[config.mk]
export PLATFORM = sky130hd
export DESIGN_NAME = fifo_fwft_mbank_flat
export DESIGN_NICKNAME = d
export VERILOG_FILES = /design/src/rtl/fifo_fwft_mbank_pkg.sv /design/src/rtl/fifo_fwft_mbank_if.sv /design/src/rtl/fifo_fwft_mbank_spram_bank.sv /design/src/rtl/fifo_fwft_mbank.sv /design/src/flat_wrapper.sv
export SDC_FILE = /design/constraint.sdc
export NUM_CORES = 1
export LEC_CHECK = 0
export ABC_AREA = 1
export CAP_MARGIN = 20
export CORE_ASPECT_RATIO = 1.1
export CORE_MARGIN = 5
export CORE_UTILIZATION = 65
export CTS_CLUSTER_SIZE = 12
export DETAILED_ROUTE_END_ITERATION = 6
export PLACE_DENSITY = 0.87
export REMOVE_ABC_BUFFERS = 1
export SYNTH_ARGS = -nofsm -noshare
export SYNTH_HDL_FRONTEND = slang
export SYNTH_HIERARCHICAL = 1
export SYNTH_SLANG_ARGS = --single-unit
[constraint.sdc]
create_clock -name clk -period 4.6 [get_ports clk]
set_input_delay 0.46 -clock clk [delete_from_list [all_inputs] [get_ports clk]]
set_output_delay 0.46 -clock clk [all_outputs]
set_load 0.03 [all_outputs]
[src/rtl/fifo_fwft_mbank_pkg.sv]
// Shared constants and elaboration-time helpers for the banked FWFT FIFO.
package fifo_fwft_pkg;

  localparam int ERR_OVF = 1;
  localparam int ERR_UDF = 0;

  function automatic int bank_sel_w(input int num_banks);
    return $clog2(num_banks);
  endfunction

  function automatic bit is_pow2(input int v);
    return (v > 0) && ((v & (v - 1)) == 0);
  endfunction

  function automatic bit fifo_cfg_ok(input int depth, input int banks);
    return is_pow2(depth) && is_pow2(banks) && (banks >= 2) &&
           (depth >= banks) && ((depth % banks) == 0);
  endfunction

endpackage

[src/rtl/fifo_fwft_mbank_if.sv]
// Producer/consumer handshake bundle for fifo_fwft_mbank; slave is the FIFO side.
interface fifo_fwft_mbank_if #(
  parameter int DATA_WIDTH = 8,
  parameter int ADDR_WIDTH = 5
) ();
  logic                  flush_i;
  logic                  wen_i;
  logic [DATA_WIDTH-1:0] wdata_i;
  logic                  full_o;
  logic                  afull_o;
  logic                  ren_i;
  logic [DATA_WIDTH-1:0] rdata_o;
  logic                  empty_o;
  logic                  aempty_o;
  logic [ADDR_WIDTH:0]   count_o;
  logic [1:0]            err_o;

  modport slave (
    input  flush_i, wen_i, wdata_i, ren_i,
    output full_o, afull_o, rdata_o, empty_o, aempty_o, count_o, err_o
  );

  modport master (
    output flush_i, wen_i, wdata_i, ren_i,
    input  full_o, afull_o, rdata_o, empty_o, aempty_o, count_o, err_o
  );
endinterface

[src/rtl/fifo_fwft_mbank_spram_bank.sv]
// One FIFO bank: single-port RAM plus a 1-entry prefetch register; head visible 2 cycles
// after a write into an empty bank; full_o when RAM + prefetch hold DEPTH entries.
module fifo_spram_bank #(
  parameter int DATA_WIDTH = 8,
  parameter int DEPTH      = 8
) (
  input  logic                  clk,
  input  logic                  rst,
  input  logic                  flush_i,
  input  logic                  wen_i,
  input  logic [DATA_WIDTH-1:0] wdata_i,
  output logic                  full_o,
  input  logic                  ren_i,
  output logic [DATA_WIDTH-1:0] rdata_o,
  output logic                  empty_o
);
  localparam int AW = (DEPTH > 1) ? $clog2(DEPTH) : 1;
  localparam int CW = $clog2(DEPTH + 1);

  logic [DATA_WIDTH-1:0] r_mem [DEPTH];
  logic [AW-1:0]         r_wa, r_ra;
  logic [CW-1:0]         r_ram_cnt, r_occ;
  logic                  r_pf_vld;
  logic [DATA_WIDTH-1:0] r_pf_dat;
  logic                  w_push, w_pop, w_fill;

  function automatic logic [AW-1:0] next_addr(input logic [AW-1:0] a);
    return (a == AW'(DEPTH - 1)) ? '0 : a + AW'(1);
  endfunction

  assign full_o  = (r_occ == CW'(DEPTH));
  assign empty_o = ~r_pf_vld;
  assign rdata_o = r_pf_dat;

  assign w_push = wen_i & ~full_o & ~flush_i;
  assign w_pop  = ren_i & r_pf_vld & ~flush_i;
  // The RAM port is single: a write owns it, the prefetch refill waits a cycle.
  assign w_fill = (r_ram_cnt != '0) & ~w_push & (~r_pf_vld | w_pop) & ~flush_i;

  always_ff @(posedge clk) begin
    if (w_push) r_mem[r_wa] <= wdata_i;
  end

  always_ff @(posedge clk or posedge rst) begin
    if (rst) begin
      r_wa      <= '0;
      r_ra      <= '0;
      r_ram_cnt <= '0;
      r_occ     <= '0;
      r_pf_vld  <= 1'b0;
      r_pf_dat  <= '0;
    end else if (flush_i) begin
      r_wa      <= '0;
      r_ra      <= '0;
      r_ram_cnt <= '0;
      r_occ     <= '0;
      r_pf_vld  <= 1'b0;
      r_pf_dat  <= '0;
    end else begin
      if (w_push) r_wa <= next_addr(r_wa);
      if (w_fill) begin
        r_ra     <= next_addr(r_ra);
        r_pf_dat <= r_mem[r_ra];
        r_pf_vld <= 1'b1;
      end else if (w_pop) begin
        r_pf_vld <= 1'b0;
      end
      if (w_push & ~w_fill)      r_ram_cnt <= r_ram_cnt + CW'(1);
      else if (w_fill & ~w_push) r_ram_cnt <= r_ram_cnt - CW'(1);
      if (w_push & ~w_pop)       r_occ <= r_occ + CW'(1);
      else if (w_pop & ~w_push)  r_occ <= r_occ - CW'(1);
    end
  end
endmodule

[src/rtl/fifo_fwft_mbank.sv]
// Banked FWFT FIFO, writes/reads rotate round-robin over NUM_BANKS single-port banks.
// Optional sticky {overflow, underflow} flags when FIFO_FWFT_ERR_FLAGS_EN is defined.
module fifo_fwft_mbank
  import fifo_fwft_pkg::*;
#(
  parameter int DATA_WIDTH = 8,
  parameter int FIFO_DEPTH = 32,
  parameter int NUM_BANKS  = 4,
  parameter int ADDR_WIDTH = $clog2(FIFO_DEPTH),
  parameter int AEMPTY_THR = 4,
  parameter int AFULL_THR  = 28
) (
  input logic              clk,
  input logic              rst,
  fifo_fwft_mbank_if.slave io_fifo
);
  localparam int BSW        = bank_sel_w(NUM_BANKS);
  localparam int BANK_DEPTH = FIFO_DEPTH / NUM_BANKS;

  generate
    if (!fifo_cfg_ok(FIFO_DEPTH, NUM_BANKS)) begin : g_bad_cfg
      $error("fifo_fwft_mbank: FIFO_DEPTH/NUM_BANKS must be powers of two, NUM_BANKS>=2");
    end
  endgenerate

  logic [ADDR_WIDTH:0]   r_wptr, r_rptr;
  logic [ADDR_WIDTH:0]   w_count;
  logic [BSW-1:0]        w_wsel, w_rsel;
  logic [NUM_BANKS-1:0]  w_bank_full, w_bank_empty;
  logic [DATA_WIDTH-1:0] w_bank_rdata [NUM_BANKS];
  logic                  w_full, w_empty, w_wr_acc, w_rd_acc;

  assign w_wsel   = r_wptr[BSW-1:0];
  assign w_rsel   = r_rptr[BSW-1:0];
  assign w_full   = w_bank_full[w_wsel];
  assign w_empty  = w_bank_empty[w_rsel];
  assign w_wr_acc = io_fifo.wen_i & ~w_full & ~io_fifo.flush_i;
  assign w_rd_acc = io_fifo.ren_i & ~w_empty & ~io_fifo.flush_i;
  // Pointers wrap at 2*FIFO_DEPTH, so their difference is the occupancy.
  assign w_count  = r_wptr - r_rptr;

  genvar g;
  generate
    for (g = 0; g < NUM_BANKS; g++) begin : g_bank
      fifo_spram_bank #(
        .DATA_WIDTH(DATA_WIDTH),
        .DEPTH     (BANK_DEPTH)
      ) u_bank (
        .clk    (clk),
        .rst    (rst),
        .flush_i(io_fifo.flush_i),
        .wen_i  (io_fifo.wen_i & (w_wsel == BSW'(g))),
        .wdata_i(io_fifo.wdata_i),
        .full_o (w_bank_full[g]),
        .ren_i  (io_fifo.ren_i & (w_rsel == BSW'(g))),
        .rdata_o(w_bank_rdata[g]),
        .empty_o(w_bank_empty[g])
      );
    end
  endgenerate

  always_ff @(posedge clk or posedge rst) begin
    if (rst) begin
      r_wptr <= '0;
      r_rptr <= '0;
    end else if (io_fifo.flush_i) begin
      r_wptr <= '0;
      r_rptr <= '0;
    end else begin
      if (w_wr_acc) r_wptr <= r_wptr + (ADDR_WIDTH+1)'(1);
      if (w_rd_acc) r_rptr <= r_rptr + (ADDR_WIDTH+1)'(1);
    end
  end

  assign io_fifo.full_o   = w_full;
  assign io_fifo.empty_o  = w_empty;
  assign io_fifo.rdata_o  = w_bank_rdata[w_rsel];
  assign io_fifo.count_o  = w_count;
  assign io_fifo.afull_o  = (w_count >= (ADDR_WIDTH+1)'(AFULL_THR));
  assign io_fifo.aempty_o = (w_count <= (ADDR_WIDTH+1)'(AEMPTY_THR));

`ifdef FIFO_FWFT_ERR_FLAGS_EN
  logic [1:0] r_err;

  always_ff @(posedge clk or posedge rst) begin
    if (rst) begin
      r_err <= 2'b00;
    end else begin
      if (io_fifo.wen_i & w_full & ~io_fifo.flush_i)  r_err[ERR_OVF] <= 1'b1;
      if (io_fifo.ren_i & w_empty & ~io_fifo.flush_i) r_err[ERR_UDF] <= 1'b1;
    end
  end

  assign io_fifo.err_o = r_err;
`else
  assign io_fifo.err_o = 2'b00;
`endif
endmodule

[src/flat_wrapper.sv]
// flat-port wrapper written by rule: the top's interface ports become plain ports
module fifo_fwft_mbank_flat import fifo_fwft_pkg::*;
#(
  parameter int DATA_WIDTH = 8,
  parameter int FIFO_DEPTH = 32,
  parameter int NUM_BANKS  = 4,
  parameter int ADDR_WIDTH = $clog2(FIFO_DEPTH),
  parameter int AEMPTY_THR = 4,
  parameter int AFULL_THR  = 28
)
  (clk, rst, io_fifo_flush_i, io_fifo_wen_i, io_fifo_wdata_i, io_fifo_ren_i, io_fifo_full_o, io_fifo_afull_o, io_fifo_rdata_o, io_fifo_empty_o, io_fifo_aempty_o, io_fifo_count_o, io_fifo_err_o);
  fifo_fwft_mbank_if #(.DATA_WIDTH(DATA_WIDTH), .ADDR_WIDTH(ADDR_WIDTH)) io_fifo_i ();
  input logic clk;
  input logic rst;
  input wire logic [$bits(io_fifo_i.flush_i)-1:0] io_fifo_flush_i;
  input wire logic [$bits(io_fifo_i.wen_i)-1:0] io_fifo_wen_i;
  input wire logic [$bits(io_fifo_i.wdata_i)-1:0] io_fifo_wdata_i;
  input wire logic [$bits(io_fifo_i.ren_i)-1:0] io_fifo_ren_i;
  output wire logic [$bits(io_fifo_i.full_o)-1:0] io_fifo_full_o;
  output wire logic [$bits(io_fifo_i.afull_o)-1:0] io_fifo_afull_o;
  output wire logic [$bits(io_fifo_i.rdata_o)-1:0] io_fifo_rdata_o;
  output wire logic [$bits(io_fifo_i.empty_o)-1:0] io_fifo_empty_o;
  output wire logic [$bits(io_fifo_i.aempty_o)-1:0] io_fifo_aempty_o;
  output wire logic [$bits(io_fifo_i.count_o)-1:0] io_fifo_count_o;
  output wire logic [$bits(io_fifo_i.err_o)-1:0] io_fifo_err_o;
  assign io_fifo_i.flush_i = io_fifo_flush_i;
  assign io_fifo_i.wen_i = io_fifo_wen_i;
  assign io_fifo_i.wdata_i = io_fifo_wdata_i;
  assign io_fifo_i.ren_i = io_fifo_ren_i;
  assign io_fifo_full_o = io_fifo_i.full_o;
  assign io_fifo_afull_o = io_fifo_i.afull_o;
  assign io_fifo_rdata_o = io_fifo_i.rdata_o;
  assign io_fifo_empty_o = io_fifo_i.empty_o;
  assign io_fifo_aempty_o = io_fifo_i.aempty_o;
  assign io_fifo_count_o = io_fifo_i.count_o;
  assign io_fifo_err_o = io_fifo_i.err_o;
  fifo_fwft_mbank #(.DATA_WIDTH(DATA_WIDTH), .FIFO_DEPTH(FIFO_DEPTH), .NUM_BANKS(NUM_BANKS), .ADDR_WIDTH(ADDR_WIDTH), .AEMPTY_THR(AEMPTY_THR), .AFULL_THR(AFULL_THR)) u_core (.clk(clk), .rst(rst), .io_fifo(io_fifo_i));
endmodule
## After elaboration in Yosys (flattened, before gate mapping)

Memory sizes are Yosys's and may differ from the RTL's.
Cells that the tools add are included.

| storage, ports and cells | value |
|---|---|
| bits in latches | 0 |
| output and inout port bits | 20 |
| logic and storage cells | 279 |
| bits in registers | 104 |
| memory bits (writable) | 256 |
| input bits | 13 |
| memory bits (read-only) | 0 |
| memories kept | 4 |

Memory list:

| memory | words | bits a word | read ports | clocked after Yosys merged registers in | wr ports | line | RTL |
|---|---|---|---|---|---|---|---|
| u_core.g_bank[0].u_bank.r_mem | 8 | 8 | 1 | 0 | 1 | fifo_fwft_mbank_spram_bank.sv:20 | `logic [DATA_WIDTH-1:0] r_mem [DEPTH];` |
| u_core.g_bank[1].u_bank.r_mem | 8 | 8 | 1 | 0 | 1 | fifo_fwft_mbank_spram_bank.sv:20 |  |
| u_core.g_bank[2].u_bank.r_mem | 8 | 8 | 1 | 0 | 1 | fifo_fwft_mbank_spram_bank.sv:20 |  |
| u_core.g_bank[3].u_bank.r_mem | 8 | 8 | 1 | 0 | 1 | fifo_fwft_mbank_spram_bank.sv:20 |  |

| operators by class | value |
|---|---|
| $add $sub $neg | 27 |
| div/mod/pow operators | 0 |
| reductions and logical operators | 28 |
| shift-type cells | 0 |
| magnitude comparators | 5 |
| multiplexer cells | 87 |
| eq/ne operators | 18 |
| multiply operators | 0 |
| bitwise logic cells | 84 |

Operators with widths:

| operator | count |
|---|---|
| 4-bit 2-to-1 mux | 24 |
| 8-bit 2-to-1 mux | 10 |
| 3-bit 2-to-1 mux | 24 |
| 1-bit AND | 56 |
| 3-bit nonzero test | 12 |
| 4-bit by 1-bit adder with 4-bit output, second input constant | 8 |
| 4-bit by 1-bit subtractor with 4-bit output, second input constant | 8 |
| 3-bit by 1-bit adder with 3-bit output, second input constant | 8 |
| 3-bit == test, second input constant | 8 |
| 6-bit 2-to-1 mux | 4 |
| 1-bit inverter | 23 |
| 1-bit 2-to-1 mux | 22 |
| 2-bit nonzero test | 10 |
| 8-bit binary-select mux with 2-bit select | 1 |
| 4-bit == test, second input constant | 4 |
| 4-bit nonzero test | 4 |
| 6-bit by 1-bit adder with 6-bit output, second input constant | 2 |
| 2-bit == test, second input constant | 4 |
| 6-bit by 5-bit >= comparator with 1-bit output, second input constant | 1 |
| 6-bit by 3-bit less-or-equal comparator with 1-bit output, second input constant | 1 |
| 2-bit by 3-bit < comparator with 1-bit output, second input constant | 2 |
| 6-bit subtractor | 1 |
| 1-bit binary-select mux with 2-bit select | 2 |
| 2-bit by 1-bit == test with 1-bit output, second input constant | 2 |
| 4 further kinds | 8 |

## Logic depth before layout (Yosys ltp)

| depth | value |
|---|---|
| depth in word-level cells | 12 |
| gate-level depth with buffers | 18 |

## Hierarchy

Netlist, hierarchy kept.

Modules (own cells, without submodules):

| module | cells each | times used | seq. area each (um2) | area each (um2) |
|---|---|---|---|---|
| fifo_spram_bank (u_core.g_bank[1].u_bank ...) | 327 | 2 | 2497.4 | 3808.7 |
| fifo_spram_bank (u_core.g_bank[0].u_bank) | 326 | 1 | 2497.4 | 3788.6 |
| fifo_spram_bank (u_core.g_bank[3].u_bank) | 326 | 1 | 2497.4 | 3732.3 |
| fifo_fwft_mbank | 240 | 1 | 300.3 | 1519.0 |

## Worst setup path before layout

Ideal clock, no wire load.

| timing | value |
|---|---|
| kind | flip-flop to output port |
| from | reg u_core.r_wptr[0] |
| to | out io_fifo_aempty_o |
| stages on the path, launching flop included | 9 |
| arrival | 2132 ps |
| buffers on the path | 0 |
| path slack | 2008 ps |
| cell sequence | dfrtp_1 inv_2 ha_1 inv_1 fa_1 xor2_1 o21ai_0 nand3_1 nor2_1 |

| between the ends | value |
|---|---|
| cells in the longest elaborated chain, start to end | 2 |

Ends and longest elaborated chain:

| element | line | RTL |
|---|---|---|
| start: declaration | fifo_fwft_mbank.sv:26 | `logic [ADDR_WIDTH:0] r_wptr, r_rptr;` |
| start signal: assignment | fifo_fwft_mbank.sv:70 | `if (w_wr_acc) r_wptr <= r_wptr + (ADDR_WIDTH+1)'(1);` |
| 6-bit subtractor | fifo_fwft_mbank.sv:40 | `assign w_count = r_wptr - r_rptr;` |
| net io_fifo_count_o[2] | flat_wrapper.sv:24 | `output wire logic [$bits(io_fifo_i.count_o)-1:0] io_fifo_count_o;` |
| 6-bit by 3-bit less-or-equal comparator with 1-bit output | fifo_fwft_mbank.sv:80 | `assign io_fifo.aempty_o = (w_count <= (ADDR_WIDTH+1)'(AEMPTY_THR));` |
| end: declaration | flat_wrapper.sv:23 | `output wire logic [$bits(io_fifo_i.aempty_o)-1:0] io_fifo_aempty_o;` |

The timed path passes the listed nets, and every way through them passes these cells.

## Final worst setup path

| timing | value |
|---|---|
| from | reg u_core.r_rptr[0] |
| to | out io_fifo_afull_o |

| between the ends | value |
|---|---|
| cells in the longest elaborated chain, start to end | 2 |

Ends and longest elaborated chain:

| element | line | RTL |
|---|---|---|
| start: declaration | fifo_fwft_mbank.sv:26 |  |
| start signal: assignment | fifo_fwft_mbank.sv:71 | `if (w_rd_acc) r_rptr <= r_rptr + (ADDR_WIDTH+1)'(1);` |
| 6-bit subtractor | fifo_fwft_mbank.sv:40 |  |
| 6-bit by 5-bit >= comparator with 1-bit output | fifo_fwft_mbank.sv:79 | `assign io_fifo.afull_o = (w_count >= (ADDR_WIDTH+1)'(AFULL_THR));` |
| end: declaration | flat_wrapper.sv:20 | `output wire logic [$bits(io_fifo_i.afull_o)-1:0] io_fifo_afull_o;` |

No other way between the ends.

==> results.sh <==
export IMPL_critical_path_class="reg -> out"
export IMPL_synth_area_um2=16660
export IMPL_crit_family="flip-flops"
export IMPL_finalNonFillerCells=1936
export IMPL_regToRegSetupSlack_ns=1.50
export IMPL_vias=11977
export IMPL_grt_pass1_wl_mm=60.75
export IMPL_synth_mux_area_frac=0
export IMPL_numCtsBuffers=37
export IMPL_firstDrtPassIters=6
export IMPL_finalHoldViolCount=0
export IMPL_rsz0062_at_grt="no"
export IMPL_synth_top_family_by_area="simple AND/OR/NAND/NOR gates"
export IMPL_antenna_found_initial=0
export IMPL_hp_class="reg -> reg"
export IMPL_synth_distinct_cells=37
export IMPL_multiInputGateArea_um2=5514
export IMPL_register_area_um2=10290
export IMPL_synth_area_leaders="edfxtp_1 (46%), dfrtp_1 (16%), nand2_1 (5.4%)"
export IMPL_max_slew_margin=0.3434
export IMPL_slowest_stage="dfrtp_1"
export IMPL_syn_avg_cell_area_um2=10.77
export IMPL_power_density_nw_per_um2=567.8
export IMPL_core_area_um2=25260
export IMPL_min_period_over_period=0.7954
export IMPL_synthSimpleGateAreaFrac=0.1763
export IMPL_dp_cells=1871
export IMPL_wl_per_cell_um=19.71
export IMPL_yosysWarnings=6
export IMPL_start_util=0.6594
export IMPL_status="finished, final reports clean"
export IMPL_hpwl_mm=24.81
export IMPL_finalSetupViolCount=0
export IMPL_die_area_um2=28930
export IMPL_cts_max_level=2
export IMPL_cp_slowest_stage_delay_ns=0.80
export IMPL_drv_cap=0
export IMPL_num_rows=61
export IMPL_synthAdderAreaFrac=0.03981
export IMPL_io_pin_count=33
export IMPL_final_util=0.7189
export IMPL_ctsHoldBuffers=0
export IMPL_crit_path_cell_trace="ha_1 > inv_1 > fa_1 > nand3_1 > nand3_1 > nand2_1 > nand3_1 > nand2_1 > clkdlybuf4s50_1"
export IMPL_nFillCells=1628
export IMPL_vias_per_cell=6.186
export IMPL_die_w_um=162.6
export IMPL_path_clk_slew_ns=0.06
export IMPL_globalplace_congestion=0.9440
export IMPL_port_buffers=30
export IMPL_grt_ovfl_total=0
export IMPL_wirelength_mm=38.16
export IMPL_cts_setup_buffers=0
export IMPL_cp_common_cell="nand3_1"
export IMPL_tritoncts="done"
export IMPL_fin_crit_ns=3.659
export IMPL_drtIter0Drc=1718
export IMPL_max_freq_mhz=273.3
export IMPL_synth_compound_area_share=0.1055
export IMPL_area_growth_pct=9.036
export IMPL_synth_xor_area_share=0.008939
export IMPL_synthCells=1546
export IMPL_critical_path_required_ns=4.14
export IMPL_drive_above_1_share=0.1031
export IMPL_netlist_area_leader_share=0.4615
export IMPL_cts_resized=0
export IMPL_cp_max_fo=25
export IMPL_fin_worst_skew_ns=0.01444
export IMPL_grt_pass1_vias=11603
export IMPL_track_usage=0.2660
export IMPL_clock_sinks=360
export IMPL_timing_critical_path_buf_inv=2
export IMPL_ys_ff_latch=360
export IMPL_tightest_slew_ns=0.9849
export IMPL_nets=1627
export IMPL_end_kind="primary output"
export IMPL_startpoint_type="register"
export IMPL_power_leakage_uw=0.007206
export IMPL_drc=0
export IMPL_die_h_um=177.9
export IMPL_synth_area_leader_cell="edfxtp_1"
export IMPL_final_antenna_net_count=0
export IMPL_setup_tns_ns=0
export IMPL_grt_max_degree=37
export IMPL_clk_latency_ns=0.51
export IMPL_arrival_ns=3.20
export IMPL_p_total_uw=10310
export IMPL_root_buffer="clkbuf_16"
export IMPL_ir_worst_vdd_uv=403.0
export IMPL_n_antenna_cell=0
export IMPL_finalMaxSlewViolations=0
export IMPL_ys_seq_area_frac=0.6177
export IMPL_clock_path_buffers=3
export IMPL_hold_ws_ns=0.5154
flip-flops by register name, indices dropped and copies added (netlist names), 6 cells and up:
register,count
u_core/g_bank.u_bank/r_mem,256
u_core/g_bank.u_bank/r_occ,16
u_core/g_bank.u_bank/r_ra,12
u_core/g_bank.u_bank/r_ram_cnt,16
u_core/g_bank.u_bank/r_wa,12
u_core/g_bank.u_bank/rdata_o,32
u_core/r_rptr,6
u_core/r_wptr,6
cells in the mapped netlist (all sizes together):
| cell type | instances |
|---|---|
| o21ai | 194 |
| xnor2 | 3 |
| nand4 | 7 |
| o22ai | 18 |
| o31ai | 1 |
| edfxtp | 256 |
| nand3b | 4 |
| o221ai | 64 |
| ha | 45 |
| nor3 | 4 |
| clkbuf | 31 |
| clkinv | 4 |
| o32ai | 4 |
| xor2 | 14 |
| nand2 | 276 |
| buf | 25 |
| nand3 | 122 |
| nor2 | 216 |
| dfrtp | 104 |
| conb | 1 |
| fa | 5 |
| inv | 142 |
| a21oi | 6 |
per-stage QoR:
| stage | setup WS [ns] | instance area [um2] |
|---|---|---|
| 2_1_floorplan | 1.802 | 16350 |
| 3_3_place_gp | 1.448 | 17090 |
| 3_5_place_dp | 1.351 | 17090 |
| 4_1_cts | 0.9622 | 18160 |
| 5_1_grt | 0.7109 | 18160 |
| 6_report | 0.9412 | 18160 |
cells in the final DEF (no fill, tap or decap), types with 3 or more instances in the layout:
master / synthesis / routed
inv_1: 109 / 109
nand3_2: 7 / 7
clkdlybuf4s50_1: 0 / 24
nand2_1: 241 / 241
nor2_4: 9 / 9
o21ai_0: 165 / 165
o21ai_1: 23 / 23
xnor2_1: 3 / 3
ha_1: 45 / 45
a21oi_1: 6 / 6
nand2_4: 20 / 20
o22ai_2: 3 / 3
nor3_1: 4 / 4
nor2_1: 190 / 190
nand4_1: 7 / 7
clkinv_1: 4 / 5
inv_2: 32 / 32
buf_4: 11 / 4
nand2_2: 15 / 15
buf_2: 8 / 6
xor2_1: 14 / 14
o21ai_2: 6 / 6
clkbuf_1: 31 / 22
dfrtp_1: 104 / 104
fa_1: 5 / 5
o22ai_1: 15 / 15
clkbuf_16: 0 / 38
nand3b_1: 4 / 4
nor2_2: 15 / 15
o32ai_1: 4 / 4
nand3_1: 113 / 113
o221ai_1: 64 / 64
edfxtp_1: 256 / 256
cell type report:
cell class | count | share of cell area
repair buffers | 34 | 0.01653
flip-flops and latches | 360 | 0.5665
clock inverters | 3 | 0.0007578
clock buffers | 62 | 0.05842
well taps | 346 | 0.02384
inverters | 146 | 0.03031
multi-input cells | 985 | 0.3036
layer usage:
| layer | up-vias | wire length, um | GRT usage |
|---|---|---|---|
| li1 | 5427 | - | - |
| met1 | 5776 | 15580 | 0.3741 |
| met2 | 656 | 17830 | 0.4298 |
| met3 | 118 | 3365 | 0.03600 |
| met4 | 0 | 1389 | 0.09997 |
| met5 | - | 0 | 0 |
power by group:
group | switching, uW | total, uW | leakage, uW | internal [uW]
Clock | 1130 | 2700 | 0.000518 | 1560
Sequential | 476 | 4300 | 0.00369 | 3820
Combinational | 2220 | 3320 | 0.00300 | 1100
Total | 3830 | 10300 | 0.00721 | 6480
path summary, 6_finish.rpt:
kind,start,to,cells after the start
hold reg to reg,u_core/g_bank[3].u_bank/rdata_o[7]$_DFFE_PP0P_,u_core/g_bank[3].u_bank/rdata_o[7]$_DFFE_PP0P_,2
setup reg to reg,u_core/r_rptr[0]$_DFFE_PP0P_,u_core/g_bank[0].u_bank/r_occ[3]$_DFFE_PP0P_,16
setup / recovery,u_core/r_rptr[0]$_DFFE_PP0P_,io_fifo_afull_o,9
min in group asynchronous,rst,u_core/r_rptr[1]$_DFFE_PP0P_,2
max in group asynchronous,rst,u_core/g_bank[1].u_bank/rdata_o[6]$_DFFE_PP0P_,2
hold / removal,u_core/g_bank[3].u_bank/rdata_o[7]$_DFFE_PP0P_,u_core/g_bank[3].u_bank/rdata_o[7]$_DFFE_PP0P_,2
tightest hold or removal path, delay by kind of cell, from the launching register on:
family	cells	cell delay [ns]
flops	1	0.36
simple gates	2	0.12
logic make-up after synthesis:
kind of cell / count (synthesis)
compound gates: 287
simple gates: 629
fa+ha+maj: 50
flops: 360
other cells: 1
buf+inv: 202
xor+xnor: 17
No activity file was read; power rests on OpenSTA's default activity.
